===== config.mk =====
export PLATFORM = sky130hd
export DESIGN_NAME = dcache_ctrl
export DESIGN_NICKNAME = d
export VERILOG_FILES = /design/src/rtl/dcache_pkg.sv /design/src/rtl/dcache_array.sv /design/src/rtl/dcache_ctrl.sv
export SDC_FILE = /design/constraint.sdc
export NUM_CORES = 2
export LEC_CHECK = 0
export CORE_ASPECT_RATIO = 1.75
export CORE_MARGIN = 5
export CORE_UTILIZATION = 62
export CTS_BUF_LIST = sky130_fd_sc_hd__clkbuf_8
export DETAILED_ROUTE_END_ITERATION = 10
export GPL_ROUTABILITY_DRIVEN = 0
export PLACE_DENSITY = 0.81
export SLEW_MARGIN = 25
export SYNTH_ARGS = -nofsm -noshare
export SYNTH_HDL_FRONTEND = slang
export SYNTH_SLANG_ARGS = --single-unit

===== constraint.sdc =====
create_clock -name clk -period 5.6 [get_ports clk]
set_input_delay 1.4 -clock clk [delete_from_list [all_inputs] [get_ports clk]]
set_output_delay 1.4 -clock clk [all_outputs]
set_load 0.005 [all_outputs]

===== src/rtl/dcache_pkg.sv =====
// dcache_pkg: shared types and sizes for the direct-mapped write-through data cache.
package dcache_pkg;
  typedef enum logic [1:0] {IDLE, FILL, RESP, STORE} state_e;
  localparam int WORD_W      = 32;
  localparam int LINE_WORDS  = 8;
  localparam int LINE_W      = WORD_W * LINE_WORDS;
  localparam int OFFSET_BITS = 3;
endpackage


===== src/rtl/dcache_array.sv =====
// dcache_array: valid/tag/data storage with one combinational read port,
// a whole-line fill port and a single-word store port.
module dcache_array
  import dcache_pkg::*;
#(
  parameter  int NUM_LINES = 8,
  localparam int IDX_W     = $clog2(NUM_LINES),
  localparam int TAG_W     = 32 - 5 - IDX_W
) (
  input  logic                   clk,
  input  logic                   rst_n,
  input  logic [IDX_W-1:0]       rd_idx_i,
  output logic                   rd_valid_o,
  output logic [TAG_W-1:0]       rd_tag_o,
  output logic [LINE_W-1:0]      rd_line_o,
  input  logic                   lw_en_i,
  input  logic [IDX_W-1:0]       lw_idx_i,
  input  logic [TAG_W-1:0]       lw_tag_i,
  input  logic [LINE_W-1:0]      lw_line_i,
  input  logic                   ww_en_i,
  input  logic [IDX_W-1:0]       ww_idx_i,
  input  logic [OFFSET_BITS-1:0] ww_off_i,
  input  logic [WORD_W-1:0]      ww_word_i
);
  logic [NUM_LINES-1:0] valid_q;
  logic [TAG_W-1:0]     tag_q  [NUM_LINES];
  logic [LINE_W-1:0]    data_q [NUM_LINES];
  assign rd_valid_o = valid_q[rd_idx_i];
  assign rd_tag_o   = tag_q[rd_idx_i];
  assign rd_line_o  = data_q[rd_idx_i];
  always_ff @(posedge clk) begin
    if (!rst_n) valid_q <= '0;
    else if (lw_en_i) valid_q[lw_idx_i] <= 1'b1;
  end
  // Tags and data are only meaningful behind a set valid bit, so they carry no reset.
  always_ff @(posedge clk) begin
    if (lw_en_i) begin
      tag_q[lw_idx_i]  <= lw_tag_i;
      data_q[lw_idx_i] <= lw_line_i;
    end
    if (ww_en_i) data_q[ww_idx_i][ww_off_i*WORD_W +: WORD_W] <= ww_word_i;
  end
endmodule


===== src/rtl/dcache_ctrl.sv =====
// dcache_ctrl: direct-mapped, write-through, no-write-allocate data cache controller.
// Define DCACHE_STATS_EN to add the hit_cnt/miss_cnt load statistics outputs.
module dcache_ctrl
  import dcache_pkg::*;
#(
  parameter int NUM_LINES  = 8,
  parameter int LINE_WORDS = 8
) (
  input  logic                         clk,
  input  logic                         rst_n,
  input  logic                         req_valid,
  output logic                         req_ready,
  input  logic                         req_we,
  input  logic [31:0]                  req_addr,
  input  logic [31:0]                  req_wdata,
  output logic                         resp_valid,
  output logic [31:0]                  resp_rdata,
  output logic [31:0]                  LdAddr_DM,
  input  logic [LINE_WORDS*WORD_W-1:0] LdData_cache,
  output logic [31:0]                  StrAddr_DM,
  output logic [31:0]                  WriteData_DM,
`ifdef DCACHE_STATS_EN
  output logic                         WE_DM,
  output logic [31:0]                  hit_cnt,
  output logic [31:0]                  miss_cnt
`else
  output logic                         WE_DM
`endif
);
  localparam int IDX_W = $clog2(NUM_LINES);
  localparam int TAG_W = 32 - 5 - IDX_W;
  state_e          state_q, state_d;
  logic [31:0]     addr_q, addr_d, wdata_q, wdata_d, ld_addr_q, ld_addr_d, rdata_q, rdata_d;
  logic            hit_rsp_q, hit_rsp_d, st_hit_q, st_hit_d;
  logic            rd_valid, hit, accept, lw_en, ww_en, unused;
  logic [TAG_W-1:0]  rd_tag;
  logic [LINE_W-1:0] rd_line;
  logic [WORD_W-1:0] rd_word, fill_word;
  assign unused     = ^req_addr[1:0];
  assign accept     = req_valid && req_ready;
  assign hit        = rd_valid && rd_tag == req_addr[31 -: TAG_W];
  assign rd_word    = rd_line[req_addr[4:2]*WORD_W +: WORD_W];
  assign fill_word  = LdData_cache[addr_q[4:2]*WORD_W +: WORD_W];
  assign req_ready  = state_q == IDLE;
  // Pulses are masked by reset so an abandoned store neither responds nor writes memory.
  assign resp_valid = rst_n && (hit_rsp_q || state_q == RESP || state_q == STORE);
  assign WE_DM      = rst_n && state_q == STORE;
  assign resp_rdata   = rdata_q;
  assign LdAddr_DM    = ld_addr_q;
  assign StrAddr_DM   = addr_q;
  assign WriteData_DM = wdata_q;
  dcache_array #(.NUM_LINES(NUM_LINES)) u_array (
    .clk,
    .rst_n,
    .rd_idx_i   (req_addr[5 +: IDX_W]),
    .rd_valid_o (rd_valid),
    .rd_tag_o   (rd_tag),
    .rd_line_o  (rd_line),
    .lw_en_i    (lw_en && rst_n),
    .lw_idx_i   (addr_q[5 +: IDX_W]),
    .lw_tag_i   (addr_q[31 -: TAG_W]),
    .lw_line_i  (LdData_cache),
    .ww_en_i    (ww_en && rst_n),
    .ww_idx_i   (addr_q[5 +: IDX_W]),
    .ww_off_i   (addr_q[4:2]),
    .ww_word_i  (wdata_q)
  );
  always_comb begin
    state_d   = state_q;
    addr_d    = addr_q;
    wdata_d   = wdata_q;
    ld_addr_d = ld_addr_q;
    rdata_d   = rdata_q;
    st_hit_d  = st_hit_q;
    hit_rsp_d = 1'b0;
    lw_en     = 1'b0;
    ww_en     = 1'b0;
    if (accept) begin
      addr_d = {req_addr[31:2], 2'b00};
      if (req_we) begin
        state_d  = STORE;
        wdata_d  = req_wdata;
        rdata_d  = '0;
        st_hit_d = hit;
      end else if (hit) begin
        hit_rsp_d = 1'b1;
        rdata_d   = rd_word;
      end else begin
        state_d   = FILL;
        ld_addr_d = {req_addr[31:5], 5'b0};
      end
    end
    if (state_q == FILL) begin
      lw_en   = 1'b1;
      rdata_d = fill_word;
      state_d = RESP;
    end
    if (state_q == RESP) state_d = IDLE;
    if (state_q == STORE) begin
      ww_en   = st_hit_q;
      state_d = IDLE;
    end
  end
  always_ff @(posedge clk) begin
    if (!rst_n) begin
      state_q   <= IDLE;
      addr_q    <= '0;
      wdata_q   <= '0;
      ld_addr_q <= '0;
      rdata_q   <= '0;
      hit_rsp_q <= 1'b0;
      st_hit_q  <= 1'b0;
    end else begin
      state_q   <= state_d;
      addr_q    <= addr_d;
      wdata_q   <= wdata_d;
      ld_addr_q <= ld_addr_d;
      rdata_q   <= rdata_d;
      hit_rsp_q <= hit_rsp_d;
      st_hit_q  <= st_hit_d;
    end
  end
`ifdef DCACHE_STATS_EN
  logic [31:0] hit_cnt_q, miss_cnt_q;
  always_ff @(posedge clk) begin
    if (!rst_n) begin
      hit_cnt_q  <= '0;
      miss_cnt_q <= '0;
    end else begin
      if (accept && !req_we && hit) hit_cnt_q <= hit_cnt_q + 32'd1;
      if (accept && !req_we && !hit) miss_cnt_q <= miss_cnt_q + 32'd1;
    end
  end
  assign hit_cnt  = hit_cnt_q;
  assign miss_cnt = miss_cnt_q;
`endif
endmodule

==> run_results.csv <==
group,metric,value,unit
global_route,antenna_found_initial,16,
hold_path,hold_class,"register to register",
clock_network,cts.repair_timing.setup_buffer_count,0,
logic_synthesis,ys_top_cells_by_area,"edfxtp_1 70%, mux4_2 16%, dfxtp_1 2.8%, nand2_1 2.3%, mux2i_1 2.1%",
clock_network,clock_latency,1070,ps
timing,setup_ws,932,ps
floorplanning,dieWidth,307,um
drt,routedWlPerCell,39.7,um
logic_synthesis,synth_flop_cell,"edfxtp_1",
placement,place.detailed.hpwl,209,mm
finish,n_fill_cell,8699,
floorplanning,core-area,154000,um2
finish,layout-drive-gt1-share,27.1,%
timing,setup_violations,0,
clock_network,h-tree-depth,5,
drt,vias,57800,
finish,multi_input_area,25100,um2
run,max-cap-violations,0,
global_route,grt_max_degree,124,
clock_network,cts_sinks,2373,
drt,first_pass_iters,10,
logic_synthesis,synth.largest_area_cell,"edfxtp_1",
clock_network,cts.path.max_buffers,4,
clock_network,holdBufCountCts,0,
placement,port_buffers,445,
logic_synthesis,postSynthCellCount,4937,
drt,drt.antenna.violating_nets,0,
timing,fmaxAchievable,214,MHz
timing,fin_crit,4670,ps
finish,postLayoutCellArea,111000,um2
clock_network,cts_tree,"done",
drt,drt_iter0_drc,9060,
drt,drc,0,
pwr,totalPowerFinal,35.6,mW
clock_network,cts_resized,0,
logic_synthesis,yosys_warnings,0,
clock_network,numCtsBuffers,332,
finish,sequential_cell_area,69900,um2
logic_synthesis,synth_edf_count,2240,
drt,drt-vias-per-instance,7.26,
global_route,overflow,0,
pwr,p_sw_share,23.1,%
timing,drv_slew,0,
floorplanning,start_util,62.2,%
logic_synthesis,yosys_register_bits,2373,
placement,dp.cells,7391,
pwr,peakVddDrop,0.000288,V
worst_setup_path,cp-end-kind,"output pin",
floorplanning,die_area,163000,um2
timing,period_share,83.3,%
logic_synthesis,synth_top_area_share,70.2,%
timing,worst_slew_pin_slew,1120,ps
finish,fin_nets,6028,
pwr,leakage,36.5,nW
floorplanning,ios,455,
pwr,p_comb_share,8.2,%
clock_network,clockRootBuffer,"clkbuf_8",
timing,tns,0,ps
global_route,grt_pass1_wl,434,mm
clock_network,clk_pin_slew,70,ps
pwr,power.density,320,nW/um2
pwr,p_switching,8.23,mW
finish,fin_cells,7970,
timing,finalHoldViolCount,0,
timing,fin_skew,57.5,ps
logic_synthesis,ys_types,62,
drt,met3_length,49.2,mm
floorplanning,die_height,530,um
timing,rsz0062_at_grt,"false",
pwr,p_clk_share,36.5,%
pwr,seqPwrFrac,55.3,%
placement,place_ws,465,ps
logic_synthesis,syn_avg_cell_area,19.4,um2
drt,wirelength,316,mm
drt,wl_met1,90.1,mm
worst_setup_path,crit_type,"register to output pin",
drt,route.met2.wl,144,mm
worst_setup_path,critPathMaxFanout,40,
logic_synthesis,yosysSeqAreaShare,73.0,%
worst_setup_path,crit_path_start_kind,"register",
worst_setup_path,critPathArrivalTime,3270,ps
drt,top_layer_used,"met5",
floorplanning,num_rows,191,
outcome,status,"finished, final reports clean",
worst_setup_path,cp.required,4200,ps
logic_synthesis,async_reset_ff_share,0,%
finish,area_growth,16.0,%
logic_synthesis,netlist_area,95800,um2
global_route,grt_pass1_vias,58300,
placement,placed_area,105000,um2
global_route,groute.usage.overall,38.8,%
pwr,internal-power,27.4,mW
timing,max_slew_margin,24.7,%
## cells by family after synthesis
logic type | Yosys count | synth area share [%]
AND/OR/NAND/NOR | 794 | 3.37
other | 1 | 0.00391
multiplexers | 980 | 19.3
flip-flops | 2373 | 73.0
XOR/XNOR | 15 | 0.137
adder cells (fa/ha/maj) | 5 | 0.0653
buffers and inverters | 334 | 1.48
AO/OA/AOI/OAI | 435 | 2.69
## through the flow
| step | util, % | hold WS (ps) |
|---|---|---|
| finish | 72.1 | 455 |
| global route | 72.1 | 476 |
| CTS | 72.1 | 454 |
| detailed placement | 68.1 | 440 |
| global placement | 68.1 | 427 |
| floorplan | - | 421 |
## cell type report
class / instances / area share, %
Sequential cell: 2373 / 62.9
Multi-Input combinational cell: 2236 / 22.6
Timing Repair Buffer: 747 / 6.57
Clock buffer: 348 / 4.31
Tap cell: 2026 / 2.28
Clock inverter: 219 / 1.30
Inverter: 9 / 0.0360
Antenna cell: 12 / 0.0270
## flip-flops by register name, indices dropped and copies added, names as in the netlist
| name | cells |
|---|---|
| u_array.valid_q | 8 |
| u_array.tag_q | 192 |
| hit_rsp_q | 1 |
| state_q | 2 |
| LdAddr_DM | 27 |
| WriteData_DM | 32 |
| StrAddr_DM | 30 |
| u_array.data_q | 2048 |
| st_hit_q | 1 |
| resp_rdata | 32 |
## worst paths after layout
check / from / endpoint / slack [ps] / cells after the start
worst max register to register: StrAddr_DM[3] / u_array.data_q[3][211] / 1310 / 7
worst max-delay path: StrAddr_DM[3] / StrAddr_DM[3] / 930 / 2
worst min register to register: u_array.valid_q[1] / u_array.valid_q[1] / 460 / 1
worst min-delay path: u_array.valid_q[1] / u_array.valid_q[1] / 460 / 1
## synth_stat cells (all sizes together) (2+ instances only)
cell / count
a2111oi: 2
a211oi: 5
a21o: 8
a21oi: 92
a221oi: 9
a22o: 7
a22oi: 11
a31oi: 5
a32o: 2
and2: 16
and3: 3
buf: 137
clkbuf: 188
clkinv: 2
dfxtp: 133
edfxtp: 2240
ha: 5
inv: 7
mux2: 97
mux2i: 199
mux4: 684
nand2: 593
nand2b: 7
nand3: 17
nand3b: 3
nand4: 4
nor2: 101
nor2b: 8
nor3: 20
nor3b: 4
o2111ai: 16
o211ai: 6
o21a: 8
o21ai: 217
o221ai: 25
o22a: 2
o22ai: 16
or3: 7
xnor2: 8
xor2: 7
## critical path, cell delays in order (launching register included)
cell and delay [ps]:
dfxtp_4 790, buf_4 670, clkdlybuf4s50_1 650
## layer usage
layer | up-vias | global-route usage (%)
li1 | 21600 | -
met1 | 28700 | 44.9
met2 | 5982 | 59.0
met3 | 1543 | 14.5
met4 | 14 | 29.9
met5 | - | 0
## placed cells by master (no fill, tap or decap), types with 20 or more instances in the layout
cell | netlist | final
a21oi_1 | 92 | 92
inv_1 | 5 | 89
clkinv_2 | 0 | 33
bufinv_16 | 0 | 20
dfxtp_1 | 133 | 131
edfxtp_1 | 2240 | 2240
nand2_1 | 593 | 585
o21ai_1 | 0 | 49
clkbuf_8 | 0 | 348
nor2_4 | 0 | 65
clkdlybuf4s50_1 | 0 | 438
buf_4 | 13 | 258
clkinv_1 | 2 | 71
o221ai_1 | 25 | 25
buf_12 | 0 | 45
nor2_1 | 101 | 27
mux2i_1 | 199 | 199
mux2_2 | 97 | 97
o21ai_0 | 216 | 167
mux4_2 | 684 | 684
## power groups by stage
stage	Clock, mW	Sequential (mW)	Combinational (mW)
floorplan	0	20.0	1.43
global route	13.9	19.7	2.97
CTS	13.0	19.7	2.83
finish	13.0	19.7	2.92
global placement	0	20.1	2.75
detailed placement	0	20.1	2.81
(Power assumes the default switching activity.)
